`src/rtl/uart_tx_arbiter.sv`:
```
// ============================================================================
// Module   : uart_tx_arbiter
// Brief    : Round-robin arbiter with packet locking that shares one UART TX
//            line (8N1, LSB first) between N byte-stream requesters.
// Revision : 1.0  initial release
// ============================================================================
`timescale 1ns/1ps
`default_nettype none

module uart_tx_arbiter #(
  parameter int N            = 4,
  parameter int CLKS_PER_BIT = 16,
  parameter int LOCK_TIMEOUT = 1024
) (
  input  logic                 clk,
  input  logic                 rst_n,
  input  logic [N-1:0]         req_valid,
  input  logic [8*N-1:0]       req_data,
  input  logic [N-1:0]         req_last,
  output logic [N-1:0]         req_ready,
  output logic                 tx,
  output logic                 busy,
  output logic [$clog2(N)-1:0] grant_id,
  output logic                 locked
);

  localparam int c_IDW = $clog2(N);
  localparam int c_BW  = $clog2(CLKS_PER_BIT);
  localparam int c_TW  = (LOCK_TIMEOUT > 0) ? $clog2(LOCK_TIMEOUT + 1) : 1;
  localparam logic [c_BW-1:0] c_BIT_LAST = c_BW'(CLKS_PER_BIT - 1);
  localparam logic [c_TW-1:0] c_TMO_LAST = c_TW'(LOCK_TIMEOUT - 1);

  typedef enum logic [1:0] {
    S_IDLE  = 2'd0,
    S_START = 2'd1,
    S_DATA  = 2'd2,
    S_STOP  = 2'd3
  } state_t;

  state_t            r_state;
  state_t            w_state_nxt;
  logic [c_BW-1:0]   r_bit_cnt;
  logic [2:0]        r_dat_cnt;
  logic [7:0]        r_shift;
  logic [c_IDW-1:0]  r_ptr;
  logic [c_IDW-1:0]  r_grant;
  logic [c_TW-1:0]   r_timer;
  logic              r_tx;
  logic              r_busy;
  logic              r_locked;

  logic              w_rr_found;
  logic [c_IDW-1:0]  w_rr_sel;
  logic [N-1:0]      w_ready;
  logic              w_hs;
  logic [c_IDW-1:0]  w_hs_id;
  logic [7:0]        w_hs_byte;
  logic              w_bit_end;

  // Round-robin search starting just after the last accepted requester.
  always_comb begin
    int               idx;
    logic [c_IDW-1:0] cand;
    idx        = 0;
    cand       = '0;
    w_rr_found = 1'b0;
    w_rr_sel   = '0;
    for (int k = 1; k <= N; k++) begin
      idx  = (int'(r_ptr) + k) % N;
      cand = c_IDW'(idx);
      if (!w_rr_found && req_valid[cand]) begin
        w_rr_found = 1'b1;
        w_rr_sel   = cand;
      end
    end
  end

  always_comb begin
    w_ready = '0;
    if (rst_n && (r_state == S_IDLE)) begin
      if (r_locked) begin
        w_ready[r_grant] = req_valid[r_grant];
      end else if (w_rr_found) begin
        w_ready[w_rr_sel] = 1'b1;
      end
    end
  end

  assign w_hs    = |(w_ready & req_valid);
  assign w_hs_id = r_locked ? r_grant : w_rr_sel;

  always_comb begin
    w_hs_byte = '0;
    for (int i = 0; i < N; i++) begin
      if (w_hs_id == c_IDW'(i)) begin
        w_hs_byte = req_data[8*i +: 8];
      end
    end
  end

  assign w_bit_end = (r_bit_cnt == c_BIT_LAST);

  always_ff @(posedge clk) begin
    if (!rst_n) begin
      r_state <= S_IDLE;
    end else begin
      r_state <= w_state_nxt;
    end
  end

  always_comb begin
    w_state_nxt = r_state;
    unique case (r_state)
      S_IDLE:  if (w_hs)                                w_state_nxt = S_START;
      S_START: if (w_bit_end)                           w_state_nxt = S_DATA;
      S_DATA:  if (w_bit_end && (r_dat_cnt == 3'd7))    w_state_nxt = S_STOP;
      S_STOP:  if (w_bit_end)                           w_state_nxt = S_IDLE;
      default:                                          w_state_nxt = S_IDLE;
    endcase
  end

  always_ff @(posedge clk) begin
    if (!rst_n) begin
      r_bit_cnt <= '0;
      r_dat_cnt <= '0;
      r_shift   <= '0;
      r_ptr     <= c_IDW'(N - 1);
      r_grant   <= '0;
      r_timer   <= '0;
      r_tx      <= 1'b1;
      r_busy    <= 1'b0;
      r_locked  <= 1'b0;
    end else begin
      unique case (r_state)
        S_IDLE: begin
          r_bit_cnt <= '0;
          r_dat_cnt <= '0;
          if (w_hs) begin
            r_shift  <= w_hs_byte;
            r_grant  <= w_hs_id;
            r_ptr    <= w_hs_id;
            r_locked <= ~req_last[w_hs_id];
            r_timer  <= '0;
            r_tx     <= 1'b0;
            r_busy   <= 1'b1;
          end else if ((LOCK_TIMEOUT > 0) && r_locked && !req_valid[r_grant]) begin
            // A stalled lock holder loses the line after LOCK_TIMEOUT idle clocks.
            if (r_timer == c_TMO_LAST) begin
              r_locked <= 1'b0;
              r_timer  <= '0;
            end else begin
              r_timer <= r_timer + 1'b1;
            end
          end
        end
        S_START: begin
          if (w_bit_end) begin
            r_bit_cnt <= '0;
            r_tx      <= r_shift[0];
          end else begin
            r_bit_cnt <= r_bit_cnt + 1'b1;
          end
        end
        S_DATA: begin
          if (w_bit_end) begin
            r_bit_cnt <= '0;
            r_shift   <= {1'b0, r_shift[7:1]};
            if (r_dat_cnt == 3'd7) begin
              r_dat_cnt <= '0;
              r_tx      <= 1'b1;
            end else begin
              r_dat_cnt <= r_dat_cnt + 1'b1;
              r_tx      <= r_shift[1];
            end
          end else begin
            r_bit_cnt <= r_bit_cnt + 1'b1;
          end
        end
        S_STOP: begin
          if (w_bit_end) begin
            r_bit_cnt <= '0;
            r_busy    <= 1'b0;
          end else begin
            r_bit_cnt <= r_bit_cnt + 1'b1;
          end
        end
        default: begin
          r_bit_cnt <= '0;
          r_dat_cnt <= '0;
        end
      endcase
    end
  end

  assign req_ready = w_ready;
  assign tx        = r_tx;
  assign busy      = r_busy;
  assign grant_id  = r_grant;
  assign locked    = r_locked;

endmodule

`default_nettype wire

```
`config.mk`:
```
export PLATFORM = sky130hd
export DESIGN_NAME = uart_tx_arbiter
export DESIGN_NICKNAME = d
export VERILOG_FILES = /design/src/rtl/uart_tx_arbiter.sv
export SDC_FILE = /design/constraint.sdc
export NUM_CORES = 1
export LEC_CHECK = 0
export BUFFER_PORTS_ARGS = -buffer_cell sky130_fd_sc_hd__buf_4
export CORE_ASPECT_RATIO = 0.7
export CORE_UTILIZATION = 58
export DETAILED_ROUTE_END_ITERATION = 6
export PLACE_DENSITY = 0.89
export REMOVE_ABC_BUFFERS = 1
export SYNTH_ARGS = -nofsm -noshare
export SYNTH_HDL_FRONTEND = slang
export SYNTH_SLANG_ARGS = --single-unit
```
`constraint.sdc`:
```
create_clock -name clk -period 6.8 [get_ports clk]
set_input_delay 0.68 -clock clk [delete_from_list [all_inputs] [get_ports clk]]
set_output_delay 0.68 -clock clk [all_outputs]
set_load 0.05 [all_outputs]
```
==> metrics, run 1 <==
Pwr Density 422 mW/mm²; Total Nets Final roughly 350; sequential-to-total area share from yosys stat 31.6%; cell count after placement 344; reg2reg path depth 7; Root Driver clkbuf_8; endpoints failing setup 0; Ports 51; Int Pwr about 650 µW; crit-path max FO 8; clock skew 0.00883 ns; Max Root-Sink Buffers 2; CTS buffer count 5; r2r setup slk between 4 and 5 ns; YS warnings 0; crit end category primary output; setup TNS 0 ns; Max IR drop VDD roughly 270 µV; Sink Count 35; CTS hold repair buffers 0; Placeable Area 0.00358 mm²; final hold vios 0; ys async rst share 0%; initial antenna violation count 0; H-tree depth 2; Worst R2R Start r_ptr[0]$_SDFFE_PN1P_; CTS tree built; DP HPWL about 3800 µm; drt pass-1 iters 4; EDFF count, synth 0; kind of critical path input pin to primary output; CTS resizes 0; NetSw 503 µW; drc violations 0; Horiz. Die Dim 75.9 µm; Syn Inst Count approximately 260; vias in the first global route ~2000; proportion of layout cells with a drive suffix above 1 22.5%; antenna viol nets, final 0; ant diodes 0; Worst R2R End r_shift[3]$_SDFFE_PN0P_; status completed; die height 53.7 µm; Tightest Hold Check Type flop to flop; global-route wire length before repair 8440 µm; Worst-Margin Slew 1.18 ns; Yosys reg bits 35; Slew headroom a little over a fifth; GRT Util Overall about 28%; Comb power frac 55.0%; via count 2129; min Tclk post-route 2.97 ns; hold path depth 1; site row count 18; final period utilization a little over two fifths; clock latency on the worst-skew pair 0.29 ns; clk slew on worst S/H paths around 0.070 ns; fmax 337 MHz; DRT iter0 DRCs between 90 and 100; Worst setup startpoint req_valid[1]; total wire length 5260 µm; Crit path required time about 6 ns; RSZ-0062 raised after global routing no; grt total ovfl 0; clock power share 19.4%; area delta synth->final 23.7%; Max Cap Violations 0; P_leak about 0.0012 µW; Startpoint Class input pin; synthesized area per cell 8.62 µm²; setup repair bufs after CTS 0; Sw Share 43.5%; Max Slew Vio Count 0; largest net degree at the start of global routing 29; arrival time worst endpoint 2.29 ns; IO buf count 50; Worst setup endpoint req_ready[2]; Die Area 0.00408 mm²; post-route insts no fill 352; drt via density 6.05; GPL Wtd Cong 0.893; Reg power frac about a quarter; routed len/inst 15.0 µm; Synth cell types 51; dominant synthesized flop cell dfxtp_1; Initial Util about 62%; Syn Std Cell Area 0.00222 mm²
## Yosys cell counts, types with 2 or more instances
master    instances  share of area (%)
a21oi_1           8                1.8
a2111o_1          9                4.6
nor3b_1           2               0.68
nand2b_1          3               0.85
nor2b_1           9                2.5
o21bai_1          2               0.68
or2_2             2               0.56
nor2_1           23                3.9
a21oi_4           2                1.5
inv_1             4               0.68
mux2i_1          18                8.1
and2_1            3               0.85
a311oi_1          3                1.2
a21boi_0          3                1.0
o22ai_1           8                2.3
buf_2             3               0.68
o21a_1            2               0.68
and3_1            6                1.7
dfxtp_1          35                 32
nand3_1           8                1.8
nand2_1          32                5.4
xor2_1            7                2.8
clkbuf_1         10                1.7
o211a_1           8                3.6
nand3b_1          4                1.4
ha_1              9                5.1
nand4_1           3               0.85
o21ai_0           8                1.8
## power by group through the flow
| stage | clock network (µW) | registers [µW] | logic, µW |
|---|---|---|---|
| after floorplan | 0 | 325 | 435 |
| after global placement | 0 | 297 | 605 |
| after detailed placement | 0 | 299 | 623 |
| after CTS | 228 | 294 | 632 |
| after global routing | 233 | 301 | 692 |
| final | 225 | 296 | 637 |
## per-stage QoR
stage	area (µm²)	worst slack, ns	util [%]	hold slack [ns]	power, µW
6_report	2740	3.83	76.6	0.466	1160
5_1_grt	2740	3.67	76.6	0.496	1230
4_1_cts	2740	3.84	76.6	0.468	1150
3_5_place_dp	2610	3.62	72.7	0.458	922
3_3_place_gp	2610	3.79	72.7	0.437	902
2_1_floorplan	2150	3.50	-	0.418	761
## kinds of logic after synthesis
| family | Yosys count | synth area share [%] |
|---|---|---|
| AOI/OAI and AO/OA | 66 | 24.1 |
| and+or+nand+nor | 102 | 23.4 |
| xor gates and xnor gates | 8 | 3.16 |
| DFF | 35 | 31.6 |
| buffers and inverters | 18 | 3.56 |
| adders and majority gates | 9 | 5.08 |
| muxes | 19 | 9.15 |
## per-layer routing
metal | vias to the layer above | wire [µm] | GRT usage [%]
met4 | 0 | 76 | 9.57
met1 | 1012 | 2360 | 34.4
li1 | 1037 | - | -
met5 | - | 0 | 0
met3 | 10 | 330 | 6.74
met2 | 70 | 2500 | 47.8
## sequential cells by signal (all words and copies together), names as in the netlist
name	count
r_timer	11
r_shift	8
r_bit_cnt	4
r_dat_cnt	3
grant_id	2
r_ptr	2
r_state	2
busy	1
locked	1
tx	1
## critical path, cell delays in order
cell      delay (ns)
buf_4           0.14
nor2b_1         0.14
or3_1           0.38
a2111o_1        0.47
a21oi_4         0.24
buf_4           0.24
## cells in the final DEF (no fill, tap or decap), drive strengths merged, types with 2 or more instances in the layout
cell,Yosys,routed
nor2b,9,9
nand3b,4,4
o21ai,8,8
o21a,2,2
o211a,8,8
ha,9,9
bufinv,0,2
a2111o,9,9
nand4,3,3
and2,3,3
nand2,32,32
inv,4,4
o21bai,2,2
a21oi,10,10
a21boi,3,3
and3,6,6
nor4b,2,2
xor2,7,7
o22ai,8,8
clkbuf,10,5
nand2b,3,3
dfxtp,35,35
nor3b,2,2
mux2i,18,18
nor2,23,23
buf,4,51
a311oi,3,3
nand3,8,8
or2,3,3
## how the worst min path moves through the flow
stage                            start                       to  slack, ns
2_1_floorplan  r_bit_cnt[0]$_SDFF_PP0_  r_bit_cnt[0]$_SDFF_PP0_       0.42
6_report       r_bit_cnt[0]$_SDFF_PP0_  r_bit_cnt[0]$_SDFF_PP0_       0.47
5_1_grt        r_bit_cnt[0]$_SDFF_PP0_  r_bit_cnt[0]$_SDFF_PP0_       0.50
3_3_place_gp   r_bit_cnt[0]$_SDFF_PP0_  r_bit_cnt[0]$_SDFF_PP0_       0.44
3_5_place_dp   r_bit_cnt[0]$_SDFF_PP0_  r_bit_cnt[0]$_SDFF_PP0_       0.46
4_1_cts        r_bit_cnt[0]$_SDFF_PP0_  r_bit_cnt[0]$_SDFF_PP0_       0.47
## layout make-up
| cell class | count | area (µm²) |
|---|---|---|
| Timing Repair Buffer | 51 | 383 |
| Inverter | 4 | 15.0 |
| Sequential cell | 35 | 701 |
| Clock buffer | 5 | 68.8 |
| Multi-Input combinational cell | 204 | 1440 |
| Fill cell | 255 | 840 |
| Tap cell | 50 | 62.6 |
| Clock inverter | 3 | 67.6 |
(Power assumes the default switching activity.)
==> run 2: changes to the inputs <==
--- a/config.mk
+++ b/config.mk
@@ -7,9 +7,9 @@
 export LEC_CHECK = 0
 export BUFFER_PORTS_ARGS = -buffer_cell sky130_fd_sc_hd__buf_4
 export CORE_ASPECT_RATIO = 0.7
-export CORE_UTILIZATION = 58
+export CORE_UTILIZATION = 54
 export DETAILED_ROUTE_END_ITERATION = 6
-export PLACE_DENSITY = 0.89
+export PLACE_DENSITY = 0.84
 export REMOVE_ABC_BUFFERS = 1
 export SYNTH_ARGS = -nofsm -noshare
 export SYNTH_HDL_FRONTEND = slang
==> constraint.sdc (replaced) <==
create_clock -name clk -period 3.05 [get_ports clk]
set_input_delay 0.305 -clock clk [delete_from_list [all_inputs] [get_ports clk]]
set_output_delay 0.305 -clock clk [all_outputs]
set_load 0.05 [all_outputs]
==> run 2 against run 1 <==
  * Sequential share of layout area up 0.30 points
  * Sequential cell count did not move
  * Global-route usage shrank 3.3 points
  * Register-to-register slack got worse by 3.5 ns
  * Utilization down 7.5 points
  * Worst setup slack worse by 3.3 ns
  * Via count down 2.3%
  * First-iteration DRC count increased by 9.3%
  * Final cell count increased by 0.85%
  * Clock skew fell by 0.0052 ns
  * Combinational power increased by 120%
  * Critical path type is now flop to flop
  * Highest routed layer unchanged
==> metrics, run 2 (synthesis results as in run 1) <==
status completed; largest net degree at the start of global routing 29; Max Slew Vio Count 0; kind of critical path flop to flop; drt pass-1 iters 4; Startpoint Class flop; Crit path required time roughly 3.2 ns; Slowest-stage cell, CP a311o_1; Filler cells 323; M1 WL 2310 µm; Worst path max stage delay approximately 0.39 ns; Met2 Wirelength 2190 µm; Max Cap Violations 0; CTS tree built; Int Pwr 1320 µW; setup repair bufs after CTS 0; FF+latch area 701 µm²; Slew headroom 60.7%; antenna viol nets, final 0; arrival time worst endpoint ~2.6 ns; Max Root-Sink Buffers 2; clock skew about 0.0036 ns; Horiz. Die Dim just under 80 µm; proportion of layout cells with a drive suffix above 1 a little under a quarter; Biggest register r_timer; final period utilization between 80% and 90%; GRT Util Overall 24.6%; Post-DP Area 0.00262 mm²; ant diodes 0; crit end category flop; Root Driver clkbuf_8; Sw Share 45.3%; endpoints failing setup 0; clock latency on the worst-skew pair between 0.2 and 0.3 ns; IO buf count 50; drc violations 0; GPL Wtd Cong approximately 0.9; DP HPWL 3760 µm; CTS resizes 0; uppermost layer routed met4; commonest non-fill, non-tap cell in the layout buf_4; crit path cell chain nand2b_1 > a311o_1 > a2111o_1 > a21oi_4 > nor4b_2 > buf_4 > a2111o_1 > o211a_1; Max IR drop VDD 451 µV; initial antenna violation count 0; global-route wire length before repair approximately 8500 µm; clk slew on worst S/H paths 0.07 ns; Worst-Margin Slew 0.587 ns; routed len/inst 13.8 µm; Sink Count 35; site row count 19; P_leak 0.00122 µW; Ports 51; post-route insts no fill approximately 360; Hold Slack 0.351 ns; RSZ-0062 raised after global routing no; total wire length 4910 µm; Most common cell on crit path a2111o_1; final hold vios 0; grt total ovfl 0; crit-path max FO 11; area delta synth->final 22.3%; final instance area between 0.002 and 0.003 mm²; Initial Util 56.5%; Tightest Hold Check Type input pin to flop; cell count after placement 348; fmax 405 MHz; Placeable Area 0.00392 mm²; biggest regs r_timer x11, r_shift x8, r_bit_cnt x4; die height 55.6 µm; min Tclk post-route 2.47 ns; clock power share 13.9%; Multi-input gate area 0.00144 mm²; Total Nets Final 354; Util after Layout 69.1%; Largest register FFs 11; drt via density ~5.9; Reg power frac 27.1%; vias in the first global route 1892; CTS buffer count 5; met3 routed WL between 300 and 400 µm; via count 2079; Pwr Density 891 mW/mm²; DRT iter0 DRCs 106; most frequent cells in the layout 53 x buf_4, 35 x dfxtp_1, 32 x nand2_1, 23 x nor2_1, 18 x mux2i_1; NetSw between 1000 and 1500 µW; Die Area 0.00437 mm²; H-tree depth 2; Comb power frac slightly below 60%; CTS hold repair buffers 0
run 2: final timing paths:
check,start,to,slack [ns],cells after the start
min,rst_n,r_ptr[1]$_SDFFE_PN1P_,0.35,2
max reg2reg,r_ptr[0]$_SDFFE_PN1P_,r_shift[2]$_SDFFE_PN0P_,0.58,8
max,r_ptr[0]$_SDFFE_PN1P_,r_shift[2]$_SDFFE_PN0P_,0.58,8
min reg2reg,r_bit_cnt[0]$_SDFF_PP0_,r_bit_cnt[0]$_SDFF_PP0_,0.46,1
run 2: layout make-up:
class | count | area share [%]
flip-flops and latches | 35 | 25.9
well taps | 52 | 2.40
inverters | 4 | 0.554
clock buffers | 6 | 3.05
multi-input cells | 204 | 53.3
repair buffers | 53 | 14.7
clock inverters | 1 | 0.185
run 2: critical path, delay by kind of cell, from the launching register on:
family                 cells  cell delay (ns)
AO/OA/AOI/OAI              5             1.53
flip-flops                 1             0.35
AND/OR/NAND/NOR            2             0.30
buffers and inverters      1             0.19
run 2: stage by stage:
step	setup WS (ns)	setup TNS (ns)	total power [µW]
2_1_floorplan	-0.136	-0.955	1700
5_1_grt	0.459	0	2600
6_report	0.583	0	2410
4_1_cts	0.610	0	2410
3_5_place_dp	0.510	0	2070
3_3_place_gp	0.549	0	2030
run 2: power groups by stage:
stage	Combinational (µW)	Clock, µW	Sequential [µW]
3_3_place_gp	1370	0	661
5_1_grt	1570	360	669
3_5_place_dp	1410	0	663
2_1_floorplan	971	0	725
6_report	1420	337	655
4_1_cts	1410	344	653
run 2: metal layers:
metal | up-vias | global-route usage, %
li1 | 1039 | -
met4 | 0 | 8.73
met3 | 10 | 6.56
met2 | 64 | 36.8
met1 | 966 | 34.2
met5 | - | 0
==> run 3: changes to the inputs <==
==> constraint.sdc (replaced) <==
create_clock -name clk -period 2.6 [get_ports clk]
set_input_delay 0.26 -clock clk [delete_from_list [all_inputs] [get_ports clk]]
set_output_delay 0.26 -clock clk [all_outputs]
set_load 0.05 [all_outputs]
==> run 3 against run 2 <==
  * Worst hold slack worse by 0.048 ns
  * Routed wire length is 6.0% higher
  * Highest routed layer unchanged
  * Critical endpoint unchanged
  * Global-route usage is 0.76 points higher
  * Worst setup slack got worse by 0.44 ns
==> metrics, run 3 (synthesis results as in run 1) <==
Most common cell on crit path a2111o_1; clock latency on the worst-skew pair 0.29 ns; drt pass-1 iters 4; P_leak 0.00127 µW; status completed; largest net degree at the start of global routing 29; commonest non-fill, non-tap cell in the layout buf_4; Max Cap Violations 0; crit end category flop; ant diodes 0; grt total ovfl 0; CTS buffer count 5; GRT Util Overall 25.4%; total wire length 5200 µm; Die Area 0.00437 mm²; Worst path max stage delay around 0.47 ns; kind of critical path flop to flop; global-route wire length before repair 8760 µm; pre-CTS WS 0.0740 ns; GPL Wtd Cong 0.833; RSZ-0062 raised after global routing no; Startpoint Class flop; final period utilization a little over nine tenths; cell count after placement between 300 and 400; Filler cells 327; CTS hold repair buffers 0; min Tclk post-route around 2.5 ns; Total Nets Final 360; Largest register FFs 11; Pwr Density 1110 mW/mm²; site row count 19; clk slew on worst S/H paths around 0.070 ns; initial antenna violation count 0; via count 2098; Max Slew Vio Count 0; die height 55.6 µm; Sink Count 35; H-tree depth 2; arrival time worst endpoint ~2.6 ns; routed len/inst 14.4 µm; DRT iter0 DRCs approximately 120; CTS tree built; IO buf count 50; Initial Util 56.5%; area delta synth->final 26.5%; antenna viol nets, final 0; vias in the first global route 1941; most frequent cells in the layout 59 x buf_4, 35 x dfxtp_1, 32 x nand2_1, 23 x nor2_1, 18 x mux2i_1; Ports between 50 and 60; Placeable Area 0.00392 mm²; final hold vios 0; Slew headroom 61.3%; Tot Pwr 3110 µW; drc violations 0; Horiz. Die Dim 78.6 µm; Tightest Hold Check Type input pin to flop; crit path cell chain nor2b_1 > or3_1 > a2111o_1 > a21oi_4 > nor4b_2 > buf_4 > a2111o_1 > o211a_1; fmax 407 MHz; Root Driver clkbuf_8; drt via density 5.80; crit-path max FO 10; final worst slack 0.143 ns; clock skew 0.0119 ns; Crit path required time 2.78 ns; Max Root-Sink Buffers 2; final instance area 0.00280 mm²; Post-DP Area 0.00266 mm²; biggest regs r_timer x11, r_shift x8, r_bit_cnt x4; setup TNS 0 ns; post-route insts no fill 362; Worst-Margin Slew approximately 0.58 ns; Biggest register r_timer; crit-path leading delay family compound AO/OA/AOI/OAI gates; Slowest-stage cell, CP a2111o_1; endpoints failing setup 0; proportion of layout cells with a drive suffix above 1 24.5%; DP HPWL 3890 µm; Max IR drop VDD 560 µV; worst path bufs/invs 1
run 3: cell count changes in the layout (fill, tap and decap cells not counted):
cell | previous run | this run
clkinvlp_4 | 0 | 1
buf_4 | 53 | 59
clkinv_2 | 1 | 0
bufinv_16 | 0 | 2
clkbuf_8 | 6 | 5
run 3: worst register-to-register path: cells and delay by family (launching register included):
| kind | cells | cell delay, ns |
|---|---|---|
| buffers and inverters | 1 | 0.18 |
| and+or+nand+nor | 3 | 0.55 |
| DFF | 1 | 0.39 |
| AOI/OAI and AO/OA | 4 | 1.24 |
run 3: area by class of cell:
cell class                 instances  area (µm²)  share of cell area (%)
clock inverter                     3        67.6                    2.41
sequential                        35         701                    25.0
multi-input combinational        204        1440                    51.5
tap                               52        65.1                    2.32
timing repair buffer              59         443                    15.8
clock buffer                       5        68.8                    2.45
inverter                           4        15.0                   0.535
run 3: routing by layer:
metal	wire length, µm	GRT usage, %
met4	27	7.41
met3	271	5.74
met5	0	0
met1	2420	33.6
met2	2480	41.2
run 3: repair_timing:
item	CTS	global route
resized for setup	0	0
buffers inserted	0	1
endpoints found under the setup margin	0	1
run 3: report_power, final:
group	switching, µW	internal, µW	leakage, µW	total [µW]
combinational	989	766	0.000919	1750
sequential	118	654	0.000286	772
clock	203	382	0.0000644	585
run 3: per-stage QoR:
| step | utilization (%) | hold slack [ns] |
|---|---|---|
| 2_1_floorplan | - | 0.332 |
| 3_3_place_gp | 67.8 | 0.436 |
| 3_5_place_dp | 67.8 | 0.451 |
| 4_1_cts | 71.3 | 0.295 |
| 5_1_grt | 71.5 | 0.307 |
| 6_report | 71.5 | 0.303 |
run 3: worst paths after layout:
| path | from | end | slack (ns) | depth (start not counted) |
|---|---|---|---|---|
| worst max-delay path | r_ptr[0]$_SDFFE_PN1P_ | r_shift[2]$_SDFFE_PN0P_ | 0.14 | 8 |
| worst min-delay path | rst_n | tx$_SDFFE_PN1P_ | 0.30 | 2 |
| worst min register to register | r_bit_cnt[0]$_SDFF_PP0_ | r_bit_cnt[0]$_SDFF_PP0_ | 0.45 | 1 |
| worst max register to register | r_ptr[0]$_SDFFE_PN1P_ | r_shift[2]$_SDFFE_PN0P_ | 0.14 | 8 |
